--- src/rtl/uart_tx_frame.sv ---
// UART transmit engine: start bit, LSB-first payload, optional parity, one or two stop bits.
// Frame format is captured per frame; every bit lasts CLKS_PER_BIT clocks.
module uart_tx_frame #(
  parameter int unsigned DATA_WIDTH   = 8,
  parameter int unsigned CLKS_PER_BIT = 1
) (
  input  logic                  CLK,
  input  logic                  RST,
  input  logic [DATA_WIDTH-1:0] P_DATA,
  input  logic                  DATA_VALID,
  input  logic                  PAR_EN,
  input  logic                  PAR_TYP,
  input  logic                  STOP2,
  output logic                  TX_OUT,
  output logic                  Busy,
  output logic                  Done
);

  localparam int unsigned PrescW = (CLKS_PER_BIT > 1) ? $clog2(CLKS_PER_BIT) : 1;
  localparam int unsigned BitW   = $clog2(DATA_WIDTH);

  localparam logic [PrescW-1:0] PrescLast = PrescW'(CLKS_PER_BIT - 1);
  localparam logic [BitW-1:0]   BitLast   = BitW'(DATA_WIDTH - 1);

  typedef enum logic [2:0] {
    StIdle,
    StStart,
    StData,
    StParity,
    StStop1,
    StStop2
  } state_e;

  state_e                state_q, state_d;
  logic [PrescW-1:0]     presc_q, presc_d;
  logic [BitW-1:0]       bit_q, bit_d;
  logic                  tx_q, tx_d;

  logic [DATA_WIDTH-1:0] data_q;
  logic                  par_en_q;
  logic                  par_typ_q;
  logic                  stop2_q;

  logic                  accept;
  logic                  wrap;

  assign accept = (state_q == StIdle) && DATA_VALID;
  assign wrap   = (presc_q == PrescLast);

  // State, counters and the registered serial line
  always_ff @(posedge CLK or posedge RST) begin
    if (RST) begin
      state_q <= StIdle;
      presc_q <= '0;
      bit_q   <= '0;
      tx_q    <= 1'b1;
    end else begin
      state_q <= state_d;
      presc_q <= presc_d;
      bit_q   <= bit_d;
      tx_q    <= tx_d;
    end
  end

  // Shadow copy of the frame request, frozen for the whole frame
  always_ff @(posedge CLK or posedge RST) begin
    if (RST) begin
      data_q    <= '0;
      par_en_q  <= 1'b0;
      par_typ_q <= 1'b0;
      stop2_q   <= 1'b0;
    end else if (accept) begin
      data_q    <= P_DATA;
      par_en_q  <= PAR_EN;
      par_typ_q <= PAR_TYP;
      stop2_q   <= STOP2;
    end
  end

  // Next state: advance one bit each time the prescaler wraps
  always_comb begin
    state_d = state_q;
    presc_d = presc_q;
    bit_d   = bit_q;
    if (state_q == StIdle) begin
      if (DATA_VALID) begin
        state_d = StStart;
        presc_d = '0;
        bit_d   = '0;
      end
    end else if (!wrap) begin
      presc_d = presc_q + PrescW'(1);
    end else begin
      presc_d = '0;
      case (state_q)
        StStart: begin
          state_d = StData;
          bit_d   = '0;
        end
        StData: begin
          if (bit_q == BitLast) begin
            state_d = par_en_q ? StParity : StStop1;
          end else begin
            bit_d = bit_q + BitW'(1);
          end
        end
        StParity: state_d = StStop1;
        StStop1:  state_d = stop2_q ? StStop2 : StIdle;
        StStop2:  state_d = StIdle;
        default:  state_d = StIdle;
      endcase
    end
  end

  // Outputs: line value is computed for the upcoming state so TX_OUT is a plain flop
  always_comb begin
    tx_d = 1'b1;
    case (state_d)
      StStart:  tx_d = 1'b0;
      StData:   tx_d = data_q[bit_d];
      StParity: tx_d = (^data_q) ^ par_typ_q;
      default:  tx_d = 1'b1;
    endcase
    Busy = (state_q != StIdle);
    Done = wrap && ((state_q == StStop2) || ((state_q == StStop1) && !stop2_q));
  end

  assign TX_OUT = tx_q;

endmodule

--- config.mk ---
export PLATFORM = sky130hd
export DESIGN_NAME = uart_tx_frame
export DESIGN_NICKNAME = d
export VERILOG_FILES = /design/src/rtl/uart_tx_frame.sv
export SDC_FILE = /design/constraint.sdc
export NUM_CORES = 1
export LEC_CHECK = 0
export ABC_AREA = 1
export BUFFER_PORTS_ARGS = -buffer_cell sky130_fd_sc_hd__buf_2
export CAP_MARGIN = 20
export CORE_MARGIN = 1.5
export CORE_UTILIZATION = 45
export CTS_CLUSTER_DIAMETER = 120
export DETAILED_ROUTE_END_ITERATION = 12
export PLACE_DENSITY_LB_ADDON = 0.1
export SKIP_CTS_REPAIR_TIMING = 1
export SLEW_MARGIN = 20
export SYNTH_ARGS = -nofsm -noshare
export SYNTH_HDL_FRONTEND = slang
export SYNTH_SLANG_ARGS = --single-unit
--- constraint.sdc ---
create_clock -name CLK -period 2.2 [get_ports CLK]
set_clock_uncertainty 0.15 [all_clocks]
set_input_delay 0.22 -clock CLK [delete_from_list [all_inputs] [get_ports CLK]]
set_output_delay 0.22 -clock CLK [all_outputs]
set_load 0.01 [all_outputs]
After elaboration in Yosys (flattened, before gate mapping)
Index checks and enable logic that the tools add are counted.

$add $sub $neg: 2. $mul: 0. Div/mod/pow operators: 0. Magnitude comparators: 1. Eq/ne operators: 10. Shift-type cells: 0. Multiplexer cells: 18. Bitwise logic cells: 2. Reduce and logical (&&, ||, !) cells: 8.

Operators with widths (number): $mux 3 (10); $eq 3x2->1 const B (4); $pmux 3 s4 (1); $eq 3x3->1 const B (3); $reduce_xor 8->1 (1); $eq 3x1->1 const B (2); $pmux 3 s2 (1); $lt 3x4->1 const B (1); $mux 1 (4); $add 3x1->3 const B (1); $bmux 1 s3 (1); $logic_and 1x1->1 (3); $logic_not 3->1 (1); $pmux 1 s3 (1); $reduce_bool 3->1 (1); $ne 2x2->1 const B (1); $add 1x1->1 const B (1); $logic_not 1->1 (1); $logic_or 1x1->1 (1); $not 1->1 (1); $xor 1x1->1 (1).

Flip-flop bits (word level): 19. Bits in latches: 0. Bits in writable memories: 0. Bits in read-only memories: 0. Input bits: 14. Output and inout port bits: 3. Word-level logic and storage cells: 49. Memories kept: 0.

Logic depth before layout (Yosys ltp)
Word-level depth: 8. Depth in mapped cells: 12. Mapped depth without buffers: 12.

Least setup slack after synthesis
OpenSTA, ideal clock, no wires.

Path kind: reg2reg. Start: reg bit_q[0]. End: reg tx_q, in the netlist TX_OUT. Setup time: 0.061 ns. Data arrival time: 1.383 ns. Data required time: 1.989 ns. Slack: 0.606 ns. Stages on the path, launching flop included: 13. Buffers on the path: 0. Period minus slack after synthesis: 1.594 ns. Cell sequence: dfrtp_1 -> ha_1 -> nand2_1 -> inv_1 -> nand2_1 -> nand3_2 -> nand3_2 -> nand2_4 -> nand2_1 -> nand3_1 -> nand3b_1 -> nand3_1 -> nand2_1.

Longest elaborated chain between the ends: 8. Elaborated cells on any way between the ends: 17. Those cells by class: add/sub: 1; eq/ne: 4; mux: 12.

RTL lines: start: declaration (RTL line 36) `logic [BitW-1:0] bit_q, bit_d;`; start signal: assignment (RTL line 60) `bit_q <= bit_d;`; $add 3x1->3 or $eq 3x3->1 (tied branches) (RTL line 104, 101); $mux 3 (RTL line 101) `if (bit_q == BitLast) begin`; $pmux 3 s2 (RTL line 95) `case (state_q)`; $mux 3 (RTL line 91) `end else if (!wrap) begin`; $mux 3 (RTL line 85) `if (state_q == StIdle) begin`; $bmux 1 s3 (RTL line 120) `StData: tx_d = data_q[bit_d];`; $mux 1 (implied by the code) (RTL line 120); $pmux 1 s3 * (RTL line 118) `case (state_d)`; via tx_d (RTL line 37) `logic tx_q, tx_d;`; end signal: assignment (RTL line 61) `tx_q <= tx_d;`; end: declaration (RTL line 37).

The timed path passes the listed nets; every way through them passes the cells marked *. The select of a mux whose other input is x is not followed. A chain may end at the register's enable or synchronous reset.

Worst setup path after layout
Same ends and word-level chain as after synthesis.

==> impl_metrics.ini <==
[outcome]
status = finished with violations
violations = hold timing

[pwr]
leakagePower_uw = 0.000683
ir_worst_vdd_uv = 751
power_density_nw_per_um2 = 1590
p_total_uw = 2020

[clock_tree]
cts_max_level = 1
cts_tree = done
cts_made_buffers = 3
clk_path_buf_depth = 2
path_clk_slew_ns = 0.10
cts_root_buffer = clkbuf_4
clock_latency_ns = 0.28
cts.sinks = 18

[synthesis]
synth_top_family_by_area = simple AND/OR/NAND/NOR gates
yosysSeqAreaShare_pct = 41.3
yosys.area_share.xor_xnor_pct = 5.61
syn_area_per_cell_um2 = 7.76
syn-cell-area_um2 = 1090
yosysWarnings = 0
ys_ff_latch = 18
synth_cell_types = 27
synth-adder-area-share_pct = 1.14
synth_mux_area_share_pct = 0
synth_compound_area_share_pct = 8.58
synth.net_count = 156
yosys.area_share.simple_pct = 35.0
syn_inst = 141

[setup_path]
cp_data_arrival_time_ns = 1.86
critical_path_required_ns = 2.27
cp_max_fo = 5
rrSetupSlack_ns = 0.41
ff2ff_path_depth = 12
crit_path_end_kind = register
r2r_start = bit_q[0]$_DFF_PP0_
worstSetupStartpointType = register
criticalPathCategory = reg2reg
worstReg2RegEnd = TX_OUT$_DFF_PP1_

[floorplan]
die_y_um = 52.3
die_w_um = 52.3
dieArea_um2 = 2730
row_count = 17
boundaryPins = 17
initial_core_util_pct = 48.5
core_um2 = 2250

[grt]
grt_usage_pct = 17.4
grt_pass1_vias = 841
grt_max_degree = 19
antenna_found_initial = 0
grt_pass1_wl_um = 3500
grt-ovfl-total = 0

[layout]
fill_cells = 241
fin_nets = 180
area_growth_pct = 15.9
diodes = 0
post-route-util_pct = 56.2
drive_gt1_share_pct = 22.0

[detailed_routing]
totalWireLength_um = 2080
wl_per_cell_um = 10.8
dr.pass1.iters = 4
drc = 0
viasPerCell = 4.82
ant_nets = 0
vias = 926
drt_iter0_markers = 19

[sta]
hold_violations = 8
fin_tns_setup_ns = 0
period_needed_ns = 1.79
holdWs_ns = -0.0188
max_freq_ghz = 0.559
fin_crit_sh_pct = 81.4
worst_pin_slew_ns = 0.668
max-slew-margin-rel_pct = 55.4
finalSetupViolCount = 0
grt_setup_unrepaired = false
layout_setup_ws_ns = 0.410
drv_slew = 0

[placement]
hpwlAfterDp_um = 1660
dp_worst_setup_slack_ns = 0.451
portBuffers = 16
place_congestion = 0.737

[flow_run]
cap_violations = 0

[hold_path]
worstHoldPathType = in2reg
min-delay-start = P_DATA[3]
worstHoldPathCells = 3
worst_hold_path.endpoint = data_q[3]$_DFFE_PP0P_
## layout make-up
cell class	count	area, um^2	area share, %
Sequential cell	18	452	35.6
Multi-Input combinational cell	101	551	43.4
Inverter	21	86.3	6.81
Timing Repair Buffer	20	118	9.28
Clock buffer	4	26.3	2.07
Tap cell	28	35.0	2.76
## registers in the layout (all words and copies together), names as in the netlist
signal     flops
par_en_q       1
TX_OUT         1
bit_q          3
state_q        3
data_q         8
par_typ_q      1
stop2_q        1
## cells in the final DEF, fill, tap and decap left out, types with 2 or more instances in the layout
cell	netlist	final
nand2_1	50	50
inv_1	17	17
dfrtp_1	17	17
buf_2	1	16
nand3_1	14	14
o21ai_0	8	8
nand3b_1	4	4
xor2_1	4	4
nand2_2	3	3
xnor2_1	3	3
clkbuf_4	0	3
dlygate4sd3_1	0	3
inv_2	2	2
nor2_1	2	2
nand3_2	2	2
## Yosys cell counts
library cell	n	share of area, %
inv_6	1	0.80
nor2_4	1	1.0
nand3_2	2	1.8
dfrtp_1	17	39
nand2_2	3	1.7
nor2_8	1	1.8
nor2_1	2	0.69
inv_2	2	0.69
ha_1	1	1.1
a21boi_2	1	1.0
o21ai_2	1	0.80
nand3b_1	4	2.7
inv_1	17	5.8
buf_2	1	0.46
o211ai_2	1	1.1
nand3_1	14	6.4
xnor2_1	3	2.4
nand4_1	1	0.57
o311ai_0	1	0.80
o21ai_0	8	3.7
dfstp_2	1	2.4
a21oi_1	1	0.46
inv_4	1	0.57
xor2_1	4	3.2
a211oi_1	1	0.69
nand2_4	1	1.0
nand2_1	50	17
## metrics by stage
stage	instance area, um^2	cells
6_report	1270	192
3_5_place_dp	1210	185
5_1_grt	1270	192
3_3_place_gp	1210	185
2_1_floorplan	1090	141
4_1_cts	1240	189
## metal layers
layer	track usage, %	up-vias	part of all wire [%]
met5	0	-	0
met4	5.13	0	0.77
met3	1.71	2	1.9
met2	30.8	10	49
met1	22.3	418	49
li1	-	496	-
## worst max-delay path: stages (launching register included)
cell and delay [ns]:
dfrtp_1 0.43, ha_1 0.23, nand2_1 0.14, inv_1 0.08, nand2_1 0.07, nand3_2 0.07, nand3_2 0.13, nand2_4 0.08
nand2_1 0.07, nand3_1 0.07, nand3_1 0.09, nand3_1 0.07, nand2_1 0.06
## logic make-up after synthesis
| family | count (synthesis) |
|---|---|
| flip-flops | 18 |
| AO/OA/AOI/OAI | 14 |
| AND/OR/NAND/NOR | 79 |
| buffers and inverters | 22 |
| XOR/XNOR | 7 |
| adder cells (fa/ha/maj) | 1 |
## power breakdown
group	leakage, uW	internal [uW]	switching (uW)
Clock	0.0000150	70.2	92.7
Combinational	0.000444	474	746
Sequential	0.000224	496	139
Total	0.000683	1040	978
## worst max path at each step
stage	startpoint	to	slack, ns	depth (start not counted)
after floorplan	bit_q[0]$_DFF_PP0_	TX_OUT$_DFF_PP1_	0.61	12
after global placement	bit_q[0]$_DFF_PP0_	TX_OUT$_DFF_PP1_	0.53	12
after detailed placement	bit_q[0]$_DFF_PP0_	TX_OUT$_DFF_PP1_	0.45	12
after CTS	bit_q[0]$_DFF_PP0_	TX_OUT$_DFF_PP1_	0.41	12
after global routing	bit_q[0]$_DFF_PP0_	TX_OUT$_DFF_PP1_	0.25	8
final	bit_q[0]$_DFF_PP0_	TX_OUT$_DFF_PP1_	0.41	12
(Power assumes the default switching activity.)
